==> config.mk <==
export PLATFORM = sky130hd
export DESIGN_NAME = frame_bit_writer
export DESIGN_NICKNAME = d
export VERILOG_FILES = /design/src/rtl/pixel_pkg.sv /design/src/rtl/bit_packer.sv /design/src/rtl/frame_bit_writer.sv
export SDC_FILE = /design/constraint.sdc
export NUM_CORES = 1
export LEC_CHECK = 0
export CAP_MARGIN = 20
export CORE_MARGIN = 2
export CORE_UTILIZATION = 50
export DETAILED_ROUTE_END_ITERATION = 8
export PLACE_DENSITY = 0.79
export SYNTH_ARGS = -nofsm -noshare
export SYNTH_HDL_FRONTEND = slang
export SYNTH_HIERARCHICAL = 1
export SYNTH_SLANG_ARGS = --single-unit
export TNS_END_PERCENT = 10
==> constraint.sdc <==
create_clock -name clk_in -period 2.8 [get_ports clk_in]
set_input_delay 0.42 -clock clk_in [delete_from_list [all_inputs] [get_ports clk_in]]
set_output_delay 0.42 -clock clk_in [all_outputs]
set_load 0.01 [all_outputs]
==> src/rtl/pixel_pkg.sv <==
// Shared raster geometry defaults and FSM state type for the 1-bit frame writer.
// Optional missing-pixel detection is enabled with FRAME_GAP_DETECT_EN.
package pixel_pkg;

    localparam int H_ACTIVE_DEF    = 320;
    localparam int V_ACTIVE_DEF    = 240;
    localparam int WORD_W_DEF      = 16;
    localparam int WORDS_PER_LINE  = H_ACTIVE_DEF / WORD_W_DEF;
    localparam int WORDS_PER_FRAME = WORDS_PER_LINE * V_ACTIVE_DEF;

    typedef enum logic [1:0] {
        IDLE     = 2'd0,
        WAIT_SOF = 2'd1,
        CAPTURE  = 2'd2
    } fsm_state_t;

endpackage

==> src/rtl/bit_packer.sv <==
// Packs accepted 1-bit pixels into WORD_W-wide words and flags words ready to write.
// With FRAME_GAP_DETECT_EN a per-word valid mask drives gap events and abandoned-word flushes.
module bit_packer
    import pixel_pkg::*;
#(
    parameter int WORD_W = WORD_W_DEF,
    parameter int ADDR_W = 8,
    localparam int BIT_W = $clog2(WORD_W)
) (
    input  logic              clk_in,
    input  logic              rst_in,
    input  logic              clear_in,
    input  logic              accept_in,
    input  logic              pixel_in,
    input  logic [BIT_W-1:0]  bit_idx_in,
    input  logic [ADDR_W-1:0] word_idx_in,
    output logic              emit_out,
    output logic [WORD_W-1:0] emit_data_out,
    output logic [ADDR_W-1:0] emit_idx_out,
    output logic              gap_evt_out
);

    logic [WORD_W-1:0] acc_q, acc_d;
    logic              pend_q, pend_d;
    logic [ADDR_W-1:0] idx_q, idx_d;
    logic [WORD_W-1:0] work_acc;
    logic              mismatch;
`ifdef FRAME_GAP_DETECT_EN
    logic [WORD_W-1:0] mask_q, mask_d;
    logic [WORD_W-1:0] work_mask;
`endif

    always_comb begin
        acc_d         = acc_q;
        pend_d        = pend_q;
        idx_d         = idx_q;
        emit_out      = 1'b0;
        emit_data_out = '0;
        emit_idx_out  = idx_q;
        gap_evt_out   = 1'b0;
        work_acc      = '0;
        mismatch      = 1'b0;
`ifdef FRAME_GAP_DETECT_EN
        mask_d        = mask_q;
        work_mask     = '0;
`endif
        if (clear_in) begin
            acc_d  = '0;
            pend_d = 1'b0;
`ifdef FRAME_GAP_DETECT_EN
            mask_d = '0;
`endif
        end else if (accept_in) begin
            // A pixel from a different word abandons whatever partial word is pending
            mismatch             = pend_q && (word_idx_in != idx_q);
            work_acc             = mismatch ? '0 : acc_q;
            work_acc[bit_idx_in] = pixel_in;
`ifdef FRAME_GAP_DETECT_EN
            work_mask             = mismatch ? '0 : mask_q;
            work_mask[bit_idx_in] = 1'b1;
`endif
            if (int'(bit_idx_in) == WORD_W - 1) begin
                emit_out      = 1'b1;
                emit_data_out = work_acc;
                emit_idx_out  = word_idx_in;
                acc_d         = '0;
                pend_d        = 1'b0;
`ifdef FRAME_GAP_DETECT_EN
                mask_d        = '0;
                gap_evt_out   = mismatch || !(&work_mask);
`endif
            end else begin
                acc_d  = work_acc;
                pend_d = 1'b1;
                idx_d  = word_idx_in;
`ifdef FRAME_GAP_DETECT_EN
                mask_d = work_mask;
                if (mismatch) begin
                    emit_out      = 1'b1;
                    emit_data_out = acc_q;
                    emit_idx_out  = idx_q;
                    gap_evt_out   = 1'b1;
                end
`endif
            end
        end
    end

    always_ff @(posedge clk_in or posedge rst_in) begin
        if (rst_in) begin
            acc_q  <= '0;
            pend_q <= 1'b0;
            idx_q  <= '0;
`ifdef FRAME_GAP_DETECT_EN
            mask_q <= '0;
`endif
        end else begin
            acc_q  <= acc_d;
            pend_q <= pend_d;
            idx_q  <= idx_d;
`ifdef FRAME_GAP_DETECT_EN
            mask_q <= mask_d;
`endif
        end
    end

endmodule

==> src/rtl/frame_bit_writer.sv <==
// Captures one frame of 1-bit pixels into packed BRAM words: FSM, pixel gating and addressing.
// Define FRAME_GAP_DETECT_EN to enable sticky missing-pixel reporting on gap_out.
module frame_bit_writer
    import pixel_pkg::*;
#(
    parameter int H_ACTIVE = H_ACTIVE_DEF,
    parameter int V_ACTIVE = V_ACTIVE_DEF,
    parameter int WORD_W   = WORD_W_DEF,
    localparam int WPL     = H_ACTIVE / WORD_W,
    localparam int WPF     = WPL * V_ACTIVE,
    localparam int ADDR_W  = $clog2(WPF),
    localparam int BIT_W   = $clog2(WORD_W)
) (
    input  logic              clk_in,
    input  logic              rst_in,
    input  logic              start_in,
    input  logic              data_valid_in,
    input  logic              pixel_data_in,
    input  logic [10:0]       hcount_in,
    input  logic [9:0]        vcount_in,
    output logic [ADDR_W-1:0] bram_addr_out,
    output logic [WORD_W-1:0] bram_data_out,
    output logic              bram_we_out,
    output logic              busy_out,
    output logic              frame_done_out,
    output logic              gap_out
);

    localparam logic [ADDR_W-1:0] LAST_IDX = ADDR_W'(WPF - 1);

    fsm_state_t        state_q, state_d;
    logic              busy_q, busy_d;
    logic              done_q, done_d;
    logic              we_q, we_d;
    logic [ADDR_W-1:0] addr_q, addr_d;
    logic [WORD_W-1:0] data_q, data_d;
    logic              gap_q, gap_d;

    logic              in_range;
    logic              accept;
    logic [ADDR_W-1:0] word_idx;
    logic [BIT_W-1:0]  bit_idx;
    logic              emit;
    logic [WORD_W-1:0] emit_data;
    logic [ADDR_W-1:0] emit_idx;
    logic              gap_evt;

    assign in_range = (int'(hcount_in) < H_ACTIVE) && (int'(vcount_in) < V_ACTIVE);
    // Only the (0,0) pixel may be taken while waiting for start of frame
    assign accept   = data_valid_in && in_range &&
                      ((state_q == CAPTURE) ||
                       (state_q == WAIT_SOF && hcount_in == '0 && vcount_in == '0));
    assign word_idx = ADDR_W'(int'(vcount_in) * WPL + int'(hcount_in) / WORD_W);
    assign bit_idx  = BIT_W'(int'(hcount_in) % WORD_W);

    bit_packer #(
        .WORD_W (WORD_W),
        .ADDR_W (ADDR_W)
    ) u_packer (
        .clk_in        (clk_in),
        .rst_in        (rst_in),
        .clear_in      (state_q == IDLE),
        .accept_in     (accept),
        .pixel_in      (pixel_data_in),
        .bit_idx_in    (bit_idx),
        .word_idx_in   (word_idx),
        .emit_out      (emit),
        .emit_data_out (emit_data),
        .emit_idx_out  (emit_idx),
        .gap_evt_out   (gap_evt)
    );

    always_comb begin
        state_d = state_q;
        gap_d   = gap_q;
        we_d    = emit;
        addr_d  = emit ? emit_idx : addr_q;
        data_d  = emit ? emit_data : data_q;
        done_d  = emit && (emit_idx == LAST_IDX) && (state_q == CAPTURE);
        case (state_q)
            IDLE: begin
                if (start_in) begin
                    state_d = WAIT_SOF;
                    gap_d   = 1'b0;
                end
            end
            WAIT_SOF: begin
                if (accept) state_d = CAPTURE;
            end
            CAPTURE: begin
                // done_q marks the cycle the final word is on the bus
                if (done_q) state_d = IDLE;
            end
            default: state_d = IDLE;
        endcase
        if (gap_evt) gap_d = 1'b1;
        busy_d = (state_d != IDLE);
    end

    always_ff @(posedge clk_in or posedge rst_in) begin
        if (rst_in) begin
            state_q <= IDLE;
            busy_q  <= 1'b0;
            done_q  <= 1'b0;
            we_q    <= 1'b0;
            addr_q  <= '0;
            data_q  <= '0;
            gap_q   <= 1'b0;
        end else begin
            state_q <= state_d;
            busy_q  <= busy_d;
            done_q  <= done_d;
            we_q    <= we_d;
            addr_q  <= addr_d;
            data_q  <= data_d;
            gap_q   <= gap_d;
        end
    end

    assign bram_addr_out  = addr_q;
    assign bram_data_out  = data_q;
    assign bram_we_out    = we_q;
    assign busy_out       = busy_q;
    assign frame_done_out = done_q;
`ifdef FRAME_GAP_DETECT_EN
    assign gap_out        = gap_q;
`else
    assign gap_out        = 1'b0;
`endif

endmodule

==> results.md <==
* Status: complete, but fails checks
* Violations in the final reports: negative setup slack
* CP Launch Type: input pin
* Final setup fails at 37
* Die area at 10300 um2
* Clk slew on worst S/H paths at 0.09 ns
* Routed Antenna Nets at 0
* Final RePlAce weighted congestion at 0.887
* Initial DRC Count at 384
* Sw Ratio at 35.8%
* Hold WS at 0.456 ns
* CTS sink cnt at 63
* Antenna violations before repair at 0
* Final slew viol count at 0
* Part of the power in the clock network at 28.2%
* Worst reg2reg path startpoint: state_q[1]$_DFF_PP0_
* Initial Utilization at 51.4%
* Syn Std Cell Area at 4750 um2
* Core Util, Final at 73.1%
* Fin area at 6750 um2
* Cell Int Power at 1.69 mW
* Vias in the first global route at 4858
* Logic pwr share at 36.9%
* TritonRoute pass-1 iters at 5
* Final-report hold violation count at 0
* Vias per inst at 6.17
* Total number of vias at 4829
* Max incr delay on CP at 0.52 ns
* Clk buf depth at 2
* Net load switching power at 942 uW
* Grt ovf at 0
* Max Cap Viol at 0
* Placed cell area at 6200 um2
* Setup Skew at 0.0136 ns
* Pin slew with the least headroom to its limit at 0.875 ns
* Unrepaired setup endpoints after global routing: true
* Mean Syn Cell Area at 9.29 um2
* Synth Instances at 511
* Crit-path cells: clkdlybuf4s50_1 -> ha_1 -> inv_1 -> fa_2 -> nor2b_2 -> o31a_1 -> o21ai_2 -> nand3b_4 -> nor3_4 -> xor2_2 -> buf_4 -> xor2_2 -> nor3_4 -> buf_12 -> nand4_4 -> buf_4 -> a21oi_1
* Nets at 697
* Residual DRC count at 0
* CP max FO at 16
* First-pass GRT wire length at 25700 um
* Critical Path Source: hcount_in[6]
* Worst-skew pair later-pin latency at 0.36 ns
* IO Port Bufs at 57
* CP max-delay cell: clkdlybuf4s50_1
* Post-CTS Hold Buffers at 0
* Post-DR wirelength/cell at 21.0 um
* Crit path DAT at 3.67 ns
* Ant. Diodes at 0
* Setup WS post-layout at -0.597 ns
* Clock Tree Root: clkbuf_8
* Worst VDD drop at 0.370 mV
* H-tree depth at 3
* PD cells at 390 nW/um2
* Largest net degree at the start of global routing at 35
* Core box area at 9240 um2
* Flop-to-flop setup slack at -0.13 ns
* Reg power frac at 34.9%
* Die Y at 101 um
* Slew margin rel. at 41.6%
* Total CTS buffers at 9
* Fmax at 0.294 GHz
* Area added between synthesis and finish at 42.2%
* Setup Crit Path Kind: in -> reg
* CTS tree: built
* LEAKAGE at 2.95 nW
* Die width at 101 um
* Hold WC Path Type: in -> async
* WL final at 16500 um
* Crit end category: register
* WP data required at 3.07 ns
* Tcrit/Tclk final at 121%
* YS warnings at 6
* GRT Total Usage at 32.1%
* Mapped Nets at 559
* Cell Rows at 35
* Final worst path period need at 3.40 ns
* Dpl hpwl at 10500 um
* I/O Pins at 59
* Share of layout cells above drive strength 1 at 38.4%
==> registers in the layout (all words and copies together), names as in the netlist <==
signal	count
busy_out	1
bram_addr_out	13
state_q	2
u_packer/acc_q	15
frame_done_out	1
bram_data_out	16
bram_we_out	1
u_packer/idx_q	13
u_packer/pend_q	1
==> power groups by stage <==
stage	clock network, mW	registers [mW]	logic, mW
finish	0.743	0.919	0.972
global route	0.789	0.920	1.02
global placement	0	0.936	0.746
CTS	0.751	0.919	0.865
detailed placement	0	0.937	0.777
floorplan	0	0.935	0.445
==> metal layers <==
metal	wire length (um)	up-vias	share of wire (%)	global-route usage, %
met2	8330	288	51	55.3
met1	6250	2311	38	38.8
met3	1110	72	6.7	5.52
met5	0	-	0	0
li1	-	2158	-	-
met4	767	0	4.7	15.8
==> stage by stage <==
stage	instances	setup slack, ns	setup TNS (ns)	power, mW
after floorplan	511	-0.575	-17.97	1.38
after global placement	760	-1.29	-47.42	1.68
after detailed placement	760	-1.38	-50.54	1.71
after CTS	783	-0.554	-14.36	2.53
after global routing	783	-0.705	-20.47	2.73
final	783	-0.597	-17.40	2.63
==> layout make-up <==
cell class / instances / area (um2)
Multi-Input combinational cell: 399 / 3350
Fill cell: 605 / 2490
Sequential cell: 63 / 1580
Timing Repair Buffer: 159 / 1420
Tap cell: 129 / 161
Clock buffer: 9 / 124
Inverter: 17 / 63.8
Clock inverter: 7 / 55.1
==> worst max-delay path: cells and delay by family <==
family                   cells  cell delay, ns
AO/OA/AOI/OAI                3            0.40
adder cells (fa/ha/maj)      2            0.58
AND/OR/NAND/NOR              5            0.82
XOR/XNOR                     2            0.29
buffers and inverters        5            1.13
==> layout by cell type, fill, tap and decap left out, drive strengths merged, types with 11 or more instances in the layout <==
cell,n
a21oi,35
a22oi,14
a31o,15
and3,16
buf,107
clkdlybuf4s50,49
dfrtp,63
ha,20
inv,20
mux2,41
nand2,78
nand4,21
nor2,11
o21a,19
o21ai,24
xor2,19
==> what timing repair did <==
| item | 4_1_cts | 5_1_grt |
|---|---|---|
| cloned | 0 | 0 |
| endpoints found under the setup margin | 48 | 41 |
| setup buffers | 7 | 0 |
| pin swaps | 25 | 8 |
| resized for setup | 52 | 30 |
==> path summary, 6_finish.rpt <==
| path | end | depth (start not counted) |
|---|---|---|
| max | u_packer/acc_q[12]$_DFFE_PP0P_ | 17 |
| min | u_packer/idx_q[11]$_DFFE_PP0P_ | 3 |
| max reg2reg | frame_done_out$_DFF_PP0_ | 12 |
| min reg2reg | state_q[1]$_DFF_PP0_ | 1 |
| max in group asynchronous | state_q[0]$_DFF_PP0_ | 3 |
| min in group clk_in | state_q[1]$_DFF_PP0_ | 1 |
No activity file was read; power rests on OpenSTA's default activity.
